===== src/rtl/ingress_fifo_writer.sv =====
// ingress_fifo_writer
//
// Ingress buffer writer for one switch port. AXI-stream frames (32- or 64-bit
// beats) are packed into 64-bit words of a single-port buffer RAM. Each frame
// gets a reserved header slot in front of its data; the header (VLAN, byte
// length) is written last and the frame is then published to the reader by
// advancing wr_ptr_committed. Frames that run out of space, grow past
// MAX_FRAME or end with an error flag are dropped whole and counted; the
// input side never stalls in the middle of a frame.
//
// Ports:
//   clk, rst          fabric clock, synchronous active-high reset
//   rx_tvalid/tready  AXI-stream handshake (tready drops only for the header cycle)
//   rx_tdata/tstrb    beat data and contiguous-from-LSB byte strobes
//   rx_tlast          last beat of a frame
//   rx_tuser          frame error flag, sampled with tlast
//   rx_tdest          VLAN ID, sampled with tlast
//   wr_en/addr/data   RAM write port (wr_data[71:64] always zero)
//   wr_ptr_committed  word pointer just past the last committed frame
//   rd_ptr            reader's word pointer
//   drop_err/ovf/big  wrapping per-cause drop counters
module ingress_fifo_writer #(
  parameter int IN_BYTES  = 4,
  parameter int DEPTH     = 4096,
  parameter int ADDR_BITS = $clog2(DEPTH),
  parameter int MAX_FRAME = 1522
) (
  input  logic                   clk,
  input  logic                   rst,
  input  logic                   rx_tvalid,
  output logic                   rx_tready,
  input  logic [8*IN_BYTES-1:0]  rx_tdata,
  input  logic [IN_BYTES-1:0]    rx_tstrb,
  input  logic                   rx_tlast,
  input  logic                   rx_tuser,
  input  logic [11:0]            rx_tdest,
  output logic                   wr_en,
  output logic [ADDR_BITS-1:0]   wr_addr,
  output logic [71:0]            wr_data,
  output logic [ADDR_BITS:0]     wr_ptr_committed,
  input  logic [ADDR_BITS:0]     rd_ptr,
  output logic [31:0]            drop_err,
  output logic [31:0]            drop_ovf,
  output logic [31:0]            drop_big
);

  localparam int PW = ADDR_BITS + 1;

  localparam logic [1:0] ST_IDLE    = 2'd0;
  localparam logic [1:0] ST_DATA    = 2'd1;
  localparam logic [1:0] ST_HEADER  = 2'd2;
  localparam logic [1:0] ST_DISCARD = 2'd3;

  localparam logic [PW:0] DEPTH_W = (PW+1)'(DEPTH);
  localparam logic [14:0] MAX_W   = 15'(MAX_FRAME);

  // Number of valid bytes in a beat.
  function automatic logic [3:0] strb_count(input logic [IN_BYTES-1:0] s);
    logic [3:0] n;
    n = 4'd0;
    for (int i = 0; i < IN_BYTES; i++) begin
      n = n + {3'd0, s[i]};
    end
    return n;
  endfunction

  // Zero the bytes whose strobe is clear and widen the beat to 64 bits.
  function automatic logic [63:0] mask_beat(input logic [8*IN_BYTES-1:0] d,
                                            input logic [IN_BYTES-1:0]   s);
    logic [63:0] m;
    m = 64'd0;
    for (int i = 0; i < IN_BYTES; i++) begin
      m[8*i +: 8] = s[i] ? d[8*i +: 8] : 8'd0;
    end
    return m;
  endfunction

  // State and datapath flops
  logic [1:0]           state_q, state_d;
  logic                 tready_q, tready_d;
  logic [PW-1:0]        wr_ptr_q, wr_ptr_d;
  logic [PW-1:0]        sof_ptr_q, sof_ptr_d;
  logic [PW-1:0]        committed_q, committed_d;
  logic [13:0]          frame_len_q, frame_len_d;
  logic [11:0]          vlan_q, vlan_d;
  logic                 half_q, half_d;
  logic [31:0]          lo_q, lo_d;
  logic                 wr_en_q, wr_en_d;
  logic [ADDR_BITS-1:0] wr_addr_q, wr_addr_d;
  logic [71:0]          wr_data_q, wr_data_d;
  logic [31:0]          drop_err_q, drop_err_d;
  logic [31:0]          drop_ovf_q, drop_ovf_d;
  logic [31:0]          drop_big_q, drop_big_d;

  // Per-beat analysis
  logic                 beat_ok_s;
  logic                 is_idle_s;
  logic [PW-1:0]        base_ptr_s;
  logic [PW-1:0]        base_sof_s;
  logic [13:0]          len_base_s;
  logic                 half_base_s;
  logic [14:0]          len_sum_s;
  logic [63:0]          beat_s;
  logic [63:0]          word_s;
  logic                 word_done_s;
  logic [PW-1:0]        used_idle_s;
  logic [PW-1:0]        used_s;
  logic                 ovf_s;
  logic                 big_s;
  logic                 err_s;

  assign rx_tready        = tready_q;
  assign wr_en            = wr_en_q;
  assign wr_addr          = wr_addr_q;
  assign wr_data          = wr_data_q;
  assign wr_ptr_committed = committed_q;
  assign drop_err         = drop_err_q;
  assign drop_ovf         = drop_ovf_q;
  assign drop_big         = drop_big_q;

  // Classify the current beat: packing, length, space and error checks.
  always_comb begin
    beat_ok_s = rx_tvalid & tready_q;
    is_idle_s = (state_q == ST_IDLE);
    // A frame's first beat is seen in IDLE: the header slot at wr_ptr is
    // reserved, so its data lands one word further on.
    base_ptr_s  = is_idle_s ? (wr_ptr_q + PW'(1)) : wr_ptr_q;
    base_sof_s  = is_idle_s ? wr_ptr_q : sof_ptr_q;
    len_base_s  = is_idle_s ? 14'd0 : frame_len_q;
    half_base_s = is_idle_s ? 1'b0 : half_q;
    // 15-bit sum so a large frame cannot wrap past the MAX_FRAME check.
    len_sum_s   = {1'b0, len_base_s} + {11'd0, strb_count(rx_tstrb)};
    beat_s      = mask_beat(rx_tdata, rx_tstrb);
    if (IN_BYTES == 8) begin
      word_s      = beat_s;
      word_done_s = 1'b1;
    end else begin
      if (half_base_s) begin
        word_s = {beat_s[31:0], lo_q};
      end else begin
        word_s = {32'd0, beat_s[31:0]};
      end
      word_done_s = half_base_s | rx_tlast;
    end
    used_idle_s = wr_ptr_q - rd_ptr;
    used_s      = base_ptr_s - rd_ptr;
    // A new frame needs room for its header plus at least one data word.
    if (is_idle_s) begin
      ovf_s = (({1'b0, used_idle_s} + (PW+1)'(2)) > DEPTH_W);
    end else begin
      ovf_s = word_done_s & ({1'b0, used_s} >= DEPTH_W);
    end
    big_s = (len_sum_s > MAX_W);
    err_s = rx_tlast & rx_tuser;
  end

  // Next-state logic for the frame FSM, RAM write port and counters.
  always_comb begin
    state_d     = state_q;
    wr_ptr_d    = wr_ptr_q;
    sof_ptr_d   = sof_ptr_q;
    committed_d = committed_q;
    frame_len_d = frame_len_q;
    vlan_d      = vlan_q;
    half_d      = half_q;
    lo_d        = lo_q;
    wr_en_d     = 1'b0;
    wr_addr_d   = wr_addr_q;
    wr_data_d   = wr_data_q;
    drop_err_d  = drop_err_q;
    drop_ovf_d  = drop_ovf_q;
    drop_big_d  = drop_big_q;

    case (state_q)
      ST_IDLE, ST_DATA: begin
        if (beat_ok_s) begin
          // Drop causes are mutually exclusive: overflow > big > error.
          if (ovf_s) begin
            drop_ovf_d = drop_ovf_q + 32'd1;
            wr_ptr_d   = base_sof_s;
            half_d     = 1'b0;
            state_d    = rx_tlast ? ST_IDLE : ST_DISCARD;
          end else if (big_s) begin
            drop_big_d = drop_big_q + 32'd1;
            wr_ptr_d   = base_sof_s;
            half_d     = 1'b0;
            state_d    = rx_tlast ? ST_IDLE : ST_DISCARD;
          end else if (err_s) begin
            drop_err_d = drop_err_q + 32'd1;
            wr_ptr_d   = base_sof_s;
            half_d     = 1'b0;
            state_d    = ST_IDLE;
          end else begin
            sof_ptr_d   = base_sof_s;
            frame_len_d = len_sum_s[13:0];
            if (word_done_s) begin
              wr_en_d   = 1'b1;
              wr_addr_d = base_ptr_s[ADDR_BITS-1:0];
              wr_data_d = {8'd0, word_s};
              wr_ptr_d  = base_ptr_s + PW'(1);
              half_d    = 1'b0;
            end else begin
              lo_d     = beat_s[31:0];
              half_d   = 1'b1;
              wr_ptr_d = base_ptr_s;
            end
            if (rx_tlast) begin
              vlan_d  = rx_tdest;
              state_d = ST_HEADER;
            end else begin
              state_d = ST_DATA;
            end
          end
        end else begin
          state_d = state_q;
        end
      end
      ST_HEADER: begin
        // Header goes into the reserved slot; the commit pointer moves on the
        // same edge so the reader never sees a frame without its header.
        wr_en_d     = 1'b1;
        wr_addr_d   = sof_ptr_q[ADDR_BITS-1:0];
        wr_data_d   = {44'd0, vlan_q, 2'd0, frame_len_q};
        committed_d = wr_ptr_q;
        state_d     = ST_IDLE;
      end
      ST_DISCARD: begin
        if (beat_ok_s && rx_tlast) begin
          state_d = ST_IDLE;
        end else begin
          state_d = ST_DISCARD;
        end
      end
      default: begin
        state_d = ST_IDLE;
        half_d  = 1'b0;
      end
    endcase

    tready_d = (state_d != ST_HEADER);
  end

  // Register update with synchronous reset; a reset mid-frame discards it.
  always_ff @(posedge clk) begin
    if (rst) begin
      state_q     <= ST_IDLE;
      tready_q    <= 1'b1;
      wr_ptr_q    <= '0;
      sof_ptr_q   <= '0;
      committed_q <= '0;
      frame_len_q <= 14'd0;
      vlan_q      <= 12'd0;
      half_q      <= 1'b0;
      lo_q        <= 32'd0;
      wr_en_q     <= 1'b0;
      wr_addr_q   <= '0;
      wr_data_q   <= 72'd0;
      drop_err_q  <= 32'd0;
      drop_ovf_q  <= 32'd0;
      drop_big_q  <= 32'd0;
    end else begin
      state_q     <= state_d;
      tready_q    <= tready_d;
      wr_ptr_q    <= wr_ptr_d;
      sof_ptr_q   <= sof_ptr_d;
      committed_q <= committed_d;
      frame_len_q <= frame_len_d;
      vlan_q      <= vlan_d;
      half_q      <= half_d;
      lo_q        <= lo_d;
      wr_en_q     <= wr_en_d;
      wr_addr_q   <= wr_addr_d;
      wr_data_q   <= wr_data_d;
      drop_err_q  <= drop_err_d;
      drop_ovf_q  <= drop_ovf_d;
      drop_big_q  <= drop_big_d;
    end
  end

endmodule


===== config.mk =====
export PLATFORM = sky130hd
export DESIGN_NAME = ingress_fifo_writer
export DESIGN_NICKNAME = d
export VERILOG_FILES = /design/src/rtl/ingress_fifo_writer.sv
export SDC_FILE = /design/constraint.sdc
export NUM_CORES = 1
export LEC_CHECK = 0
export CORE_MARGIN = 2
export CORE_UTILIZATION = 45
export CTS_CLUSTER_SIZE = 12
export DETAILED_ROUTE_END_ITERATION = 6
export GPL_TIMING_DRIVEN = 0
export PLACE_DENSITY = 0.7
export SLEW_MARGIN = 10
export SYNTH_ARGS = -nofsm -noshare
export SYNTH_HDL_FRONTEND = slang
export SYNTH_SLANG_ARGS = --single-unit

===== constraint.sdc =====
create_clock -name clk -period 12.24 [get_ports clk]
set_input_delay 2.448 -clock clk [delete_from_list [all_inputs] [get_ports clk]]
set_output_delay 2.448 -clock clk [all_outputs]
set_load 0.01 [all_outputs]

# == Yosys cells after proc, flatten, opt, wreduce, memory -nomap -nowiden ==
# Index checks and enable logic that the tools add are counted.
# word_totals
ramBits,0
mem_count,0
output_inout_bits,195
mem_bits_ro,0
latch_bits,0
reg_bits,282
in_bits,66
wordCells,103
# classes
n_bitwise,8
addsub,12
order_cmp,3
n_reduce_logical,12
n_div,0
n_mul,0
shift,0
muxes,44
n_eq_ne,9
# ops
op,n
$mux W72,5
$pmux W72 S2,1
$add A32 B1 Y32 const B,3
$mux W13,6
$mux W64,1
$mux W12,5
$mux W8,4
$add A13 B1 Y13 const B,2
$sub A13 B13 Y13,2
$pmux W12 S2,1
$reduce_and A6 Y1,3
$add A14 B4 Y15,1
$gt A15 B11 Y1 const B,1
$add A13 B2 Y14 const B,1
$gt A14 B13 Y1 const B,1
$mux W14,1
$mux W2,7
$ge A13 B13 Y1 const B,1
$ne A2 B2 Y1 const B,6
$mux W1,11
$reduce_and A5 Y1,2
$pmux W2 S3,1
$add A3 B1 Y4,1
$eq A2 B2 Y1 const B,2
14 further kinds,19

# == Logic depth before layout (Yosys ltp) ==
# depth
word_depth,10
mapped_depth,23

# == Least setup slack after synthesis ==
# No wires, ideal clock.
# synth_path
kind,input port to flip-flop
startpoint,in rx_tstrb[0]
endpoint,reg drop_err_q[28] (netlist: drop_err[28])
path_slack_ns,5.848
required_ns,12.119
path_stages,17
arrival_time_ns,6.272
setup_time_ns,0.121
path_cell_list,fa_1 -> fa_1 -> inv_1 -> fa_1 -> clkbuf_1 -> nor2b_1 -> nand4_1 -> nand2_1 -> mux2_2 -> o31ai_1 -> o31ai_2 -> nand2b_1 -> clkbuf_1 -> or3_1 -> clkbuf_1 -> nor4_1 -> mux2_2
# synth_via
elab_chain_len,7
# synth_rtl
element,line,source
from (decl),33,"input logic [IN_BYTES-1:0] rx_tstrb,"
$add A1 B1 Y2,62,"n = n + {3'd0, s[i]};"
$add A2 B1 Y3,62,
$add A3 B1 Y4,62,
$add A14 B4 Y15,132,"len_sum_s = {1'b0, len_base_s} + {11'd0, strb_count(rx_tstrb)};"
$gt A15 B11 Y1,153,big_s = (len_sum_s > MAX_W);
$not A1 Y1 (no source line),n/a,
$reduce_and A5 Y1 (no source line),n/a,
to (signal assigned),274,drop_err_q <= drop_err_d;
to (decl),91,"logic [31:0] drop_err_q, drop_err_d;"
# No other way between the ends.
# A chain may end at the register's enable or synchronous reset.

# == Worst setup path after layout ==
# layout_path
startpoint,in rx_tstrb[3]
endpoint,reg wr_data_q[53] (netlist: wr_data[53])
# layout_via
elab_chain_len,5
# layout_rtl
element,line,source
$add A3 B1 Y4,62,
$add A14 B4 Y15,132,
$gt A15 B11 Y1,153,
$ne A2 B2 Y1 (no source line),n/a,
$reduce_and A6 Y1 (no source line),n/a,
to (signal assigned),273,wr_data_q <= wr_data_d;
to (decl),90,"logic [71:0] wr_data_q, wr_data_d;"
# No other way between the ends.

==> metrics.txt <==
# TYPE chip_impl_metric gauge
chip_impl_metric{name="ys_seq_elements",unit=""} 274
chip_impl_metric{name="critical_path.max_stage_delay",unit="ps"} 770
chip_impl_metric{name="powerDensity",unit="nW/um^2"} 124.8
chip_impl_metric{name="register_clock_pin_slew_on_the_reported_worst_setup_and_hold_paths",unit="ps"} 60
chip_impl_metric{name="synth_cells",unit=""} 1750
chip_impl_info{name="timing.critical_path.cells",value="clkdlybuf4s50_1 > fa_1 > fa_1 > inv_1 > fa_1 > clkbuf_1 > nor2b_1 > nand4_1 > xor2_1 > nor2_1 > a31oi_1 > o31ai_2 > nand2b_1 > clkbuf_1 > o31ai_2 > nor2_1 > clkbuf_1 > a32o_1"} 1
chip_impl_metric{name="gp_congestion",unit=""} 0.9183
chip_impl_metric{name="postRouteWirelength",unit="mm"} 45.61
chip_impl_metric{name="synth-seq-area-share",unit=""} 0.3884
chip_impl_metric{name="numCtsBuffers",unit=""} 30
chip_impl_metric{name="worst_skew_pair.late_latency",unit="ps"} 580
chip_impl_info{name="cts_root_buffer_type",value="sky130_fd_sc_hd__clkbuf_16"} 1
chip_impl_metric{name="floorplan_die_height",unit="um"} 181.2
chip_impl_metric{name="dp.final_hpwl",unit="mm"} 34.03
chip_impl_metric{name="global_route_wire_length_before_repair",unit="mm"} 72.47
chip_impl_metric{name="skew",unit="ps"} 13.19
chip_impl_metric{name="postRouteAntennaNets",unit=""} 0
chip_impl_metric{name="cts_max_path_buffers",unit=""} 3
chip_impl_metric{name="antenna_found_initial",unit=""} 0
chip_impl_info{name="run_status",value="finished with violations"} 1
chip_impl_info{name="critical_path.top_delay_family",value="buffers and inverters"} 1
chip_impl_metric{name="setup_violations",unit=""} 0
chip_impl_metric{name="critical_path_maximum_fanout",unit=""} 10
chip_impl_metric{name="drtPass1Iterations",unit=""} 7
chip_impl_metric{name="diodes",unit=""} 0
chip_impl_metric{name="postSynth.asyncResetShare",unit=""} 0
chip_impl_metric{name="rr_worst_depth",unit=""} 21
chip_impl_info{name="criticalPathCategory",value="in -> reg"} 1
chip_impl_metric{name="critical_path.n_buffers_inverters",unit=""} 5
chip_impl_metric{name="grt_start_max_net_pins",unit=""} 16
chip_impl_metric{name="final_hold_viol_count",unit=""} 0
chip_impl_metric{name="min_period",unit="ps"} 8013
chip_impl_metric{name="wire_per_inst",unit="um"} 18.56
chip_impl_metric{name="p_leak",unit="nW"} 6.235
chip_impl_metric{name="grt-ovfl-total",unit=""} 0
chip_impl_metric{name="avgSynthCellArea",unit="sq um"} 8.070
chip_impl_metric{name="setup.reg_to_reg.worst_slack",unit="ps"} 5090
chip_impl_metric{name="worst-slew-pin-transition",unit="ps"} 1023
chip_impl_metric{name="synth_area",unit="sq um"} 14120
chip_impl_metric{name="drc_violations_left",unit=""} 1
chip_impl_metric{name="first_global_vias",unit=""} 13312
chip_impl_metric{name="die_area",unit="sq um"} 32820
chip_impl_metric{name="hold_buf_cts",unit=""} 0
chip_impl_metric{name="gr_util_all_layers",unit=""} 0.2700
chip_impl_metric{name="number_of_flops_mapped_to_enable_cells_by_yosys",unit=""} 0
chip_impl_metric{name="clock.fmax",unit="GHz"} 0.1248
chip_impl_metric{name="final.setup.tns",unit="ps"} 0
chip_impl_metric{name="port_buffer_count",unit=""} 251
chip_impl_metric{name="netlist-cell-type-count",unit=""} 78
chip_impl_metric{name="critical_path_depth",unit=""} 18
chip_impl_metric{name="clkSinkCount",unit=""} 274
chip_impl_metric{name="maxCapViolations",unit=""} 0
chip_impl_info{name="worst_hold_path_type",value="reg -> reg"} 1
chip_impl_metric{name="syn_to_final_growth",unit="%"} 28.06
chip_impl_metric{name="core_area",unit="sq um"} 30750
chip_impl_info{name="unrepaired_setup_endpoints_after_global_routing",value="false"} 1
chip_impl_metric{name="design.portCount",unit=""} 261
chip_impl_metric{name="rows",unit=""} 64
chip_impl_metric{name="final.period_utilization",unit=""} 0.6547
chip_impl_metric{name="ctsResizeCount",unit=""} 0
chip_impl_info{name="startpoint_type",value="input port"} 1
chip_impl_info{name="cpMaxStageDelayCell",value="sky130_fd_sc_hd__nor2_1"} 1
chip_impl_metric{name="start_util",unit=""} 0.4593
chip_impl_metric{name="slew_headroom",unit=""} 0.3138
chip_impl_metric{name="design_power_total",unit="mW"} 2.258
chip_impl_info{name="tritoncts",value="done"} 1
chip_impl_info{name="worst_setup_path_end_kind",value="flip-flop"} 1
chip_impl_metric{name="worst_hold_path.num_cells",unit=""} 2
chip_impl_metric{name="dr.first_iter.drc_count",unit=""} 1223
chip_impl_metric{name="drive_above_1_share",unit=""} 0.05868
chip_impl_metric{name="maxSlewViolCount",unit=""} 0
chip_impl_info{name="failing_checks",value="DRC"} 1
chip_impl_metric{name="postCtsSetupRepairBufs",unit=""} 0
chip_impl_metric{name="num_vias",unit=""} 14195
chip_impl_metric{name="final_nets",unit=""} 2141
chip_impl_metric{name="cp.required",unit="ps"} 12750
chip_impl_metric{name="synth_warnings",unit=""} 0
chip_impl_metric{name="htree_num_levels",unit=""} 1
chip_impl_metric{name="timing.critical_path.arrival",unit="ps"} 8530
chip_impl_metric{name="peakVddDrop",unit="mV"} 0.1088
chip_impl_metric{name="fin_worst_hold_slack",unit="ps"} 452.9
chip_impl_metric{name="post_drt_via_cell_ratio",unit=""} 5.775
chip_impl_info{name="synth_ff_type",value="sky130_fd_sc_hd__dfxtp_1"} 1
chip_impl_metric{name="die_width",unit="um"} 181.2
## synth_stat cells, types with 23 or more instances
cell                       count  share of area
sky130_fd_sc_hd__a21oi_1     137          0.049
sky130_fd_sc_hd__o21ai_0      60          0.021
sky130_fd_sc_hd__clkbuf_1    101          0.027
sky130_fd_sc_hd__o211ai_1     56          0.030
sky130_fd_sc_hd__nor4_1       27          0.012
sky130_fd_sc_hd__ha_1         31          0.027
sky130_fd_sc_hd__nand2_1     244          0.065
sky130_fd_sc_hd__nand4_1      25          0.011
sky130_fd_sc_hd__nor2_1      162          0.043
sky130_fd_sc_hd__mux2i_1      30          0.021
sky130_fd_sc_hd__inv_1        58          0.015
sky130_fd_sc_hd__dfxtp_1     274           0.39
sky130_fd_sc_hd__and3_1       23          0.010
sky130_fd_sc_hd__xnor2_1      71          0.044
sky130_fd_sc_hd__a32o_1       33          0.023
sky130_fd_sc_hd__nand3_1      78          0.028
sky130_fd_sc_hd__or3_1        23          0.010
sky130_fd_sc_hd__nor3_1       37          0.013
## state kept, by name (all words and copies together) (netlist names), 12 cells and up
register          flops
drop_big             32
sof_ptr_q            13
drop_err             32
wr_data              64
wr_ptr_q             13
frame_len_q          14
wr_addr              12
lo_q                 32
vlan_q               12
drop_ovf             32
wr_ptr_committed     13
## path summary, 6_finish.rpt
path,from,end
worst max-delay path,rx_tstrb[3],wr_data[53]$_SDFFE_PP0P_
worst min-delay path,wr_data[18]$_SDFFE_PP0P_,wr_data[18]$_SDFFE_PP0P_
worst max register to register,state_q[1]$_SDFF_PP0_,wr_data[53]$_SDFFE_PP0P_
worst min register to register,wr_data[18]$_SDFFE_PP0P_,wr_data[18]$_SDFFE_PP0P_
## through the flow
stage | instances | setup WS, ps | util | instance area, sq um
after global routing | 2458 | 3916 | 0.5881 | 18080
after CTS | 2458 | 4384 | 0.5881 | 18080
after detailed placement | 2404 | 3801 | 0.5579 | 17160
after floorplan | 1757 | 5848 | - | 14150
after global placement | 2404 | 3920 | 0.5579 | 17160
final | 2458 | 4227 | 0.5881 | 18080
## final cells by class
| type | instances | area (sq um) |
|---|---|---|
| Fill cell | 2802 | 12660 |
| Multi-Input combinational cell | 1294 | 7901 |
| Sequential cell | 274 | 5485 |
| Timing Repair Buffer | 251 | 2512 |
| Clock buffer | 44 | 863.3 |
| Buffer | 130 | 540.5 |
| Tap cell | 396 | 495.5 |
| Inverter | 59 | 221.5 |
| Clock inverter | 10 | 65.06 |
## tightest hold or removal path: stages, from the launching register on
cell,delay [ps]
sky130_fd_sc_hd__dfxtp_1,300
sky130_fd_sc_hd__nand2_1,50
sky130_fd_sc_hd__a21oi_1,50
## power by group
group	switching [mW]	total, mW	internal, mW
clock network	0.376	0.863	0.486
logic	0.280	0.452	0.172
registers	0.0254	0.943	0.918
total	0.682	2.26	1.58
## logic make-up (layout without fill, tap and decap cells)
| family | count (synthesis) | in the layout | synth area share |
|---|---|---|---|
| DFF | 274 | 274 | 0.3884 |
| and+or+nand+nor | 719 | 719 | 0.2450 |
| other | 1 | 8 | 0.0002655 |
| muxes | 52 | 52 | 0.03881 |
| xor gates and xnor gates | 87 | 87 | 0.05396 |
| adders and majority gates | 35 | 35 | 0.03314 |
| AOI/OAI and AO/OA | 393 | 393 | 0.1865 |
| buffers and inverters | 189 | 494 | 0.05396 |
## routing by layer
metal  routed length [um]  global-route usage  vias to the layer above
met2                20770              0.4420                      560
met4                 1619             0.09171                        0
met3                 3465             0.04757                      105
met1                19750              0.3595                     6741
li1                     -                   -                     6789
met5                    0                   0                        -
## cells in the final DEF (no fill, tap or decap), types with 19 or more instances in the layout
cell / instances
sky130_fd_sc_hd__mux2_2: 22
sky130_fd_sc_hd__clkbuf_1: 109
sky130_fd_sc_hd__inv_1: 58
sky130_fd_sc_hd__nor2_1: 162
sky130_fd_sc_hd__a21oi_1: 137
sky130_fd_sc_hd__mux2i_1: 30
sky130_fd_sc_hd__a32o_1: 33
sky130_fd_sc_hd__or3_1: 23
sky130_fd_sc_hd__and3_1: 23
sky130_fd_sc_hd__clkbuf_16: 30
sky130_fd_sc_hd__dfxtp_1: 274
sky130_fd_sc_hd__nor4_1: 27
sky130_fd_sc_hd__nor3_1: 37
sky130_fd_sc_hd__clkdlybuf4s50_1: 251
sky130_fd_sc_hd__nand3_1: 78
sky130_fd_sc_hd__ha_1: 31
sky130_fd_sc_hd__nand4_1: 25
sky130_fd_sc_hd__xnor2_1: 71
sky130_fd_sc_hd__nand2_1: 244
sky130_fd_sc_hd__nor2b_1: 19
sky130_fd_sc_hd__o211ai_1: 56
sky130_fd_sc_hd__o21ai_0: 60
Power figures use the tool's default switching activity.
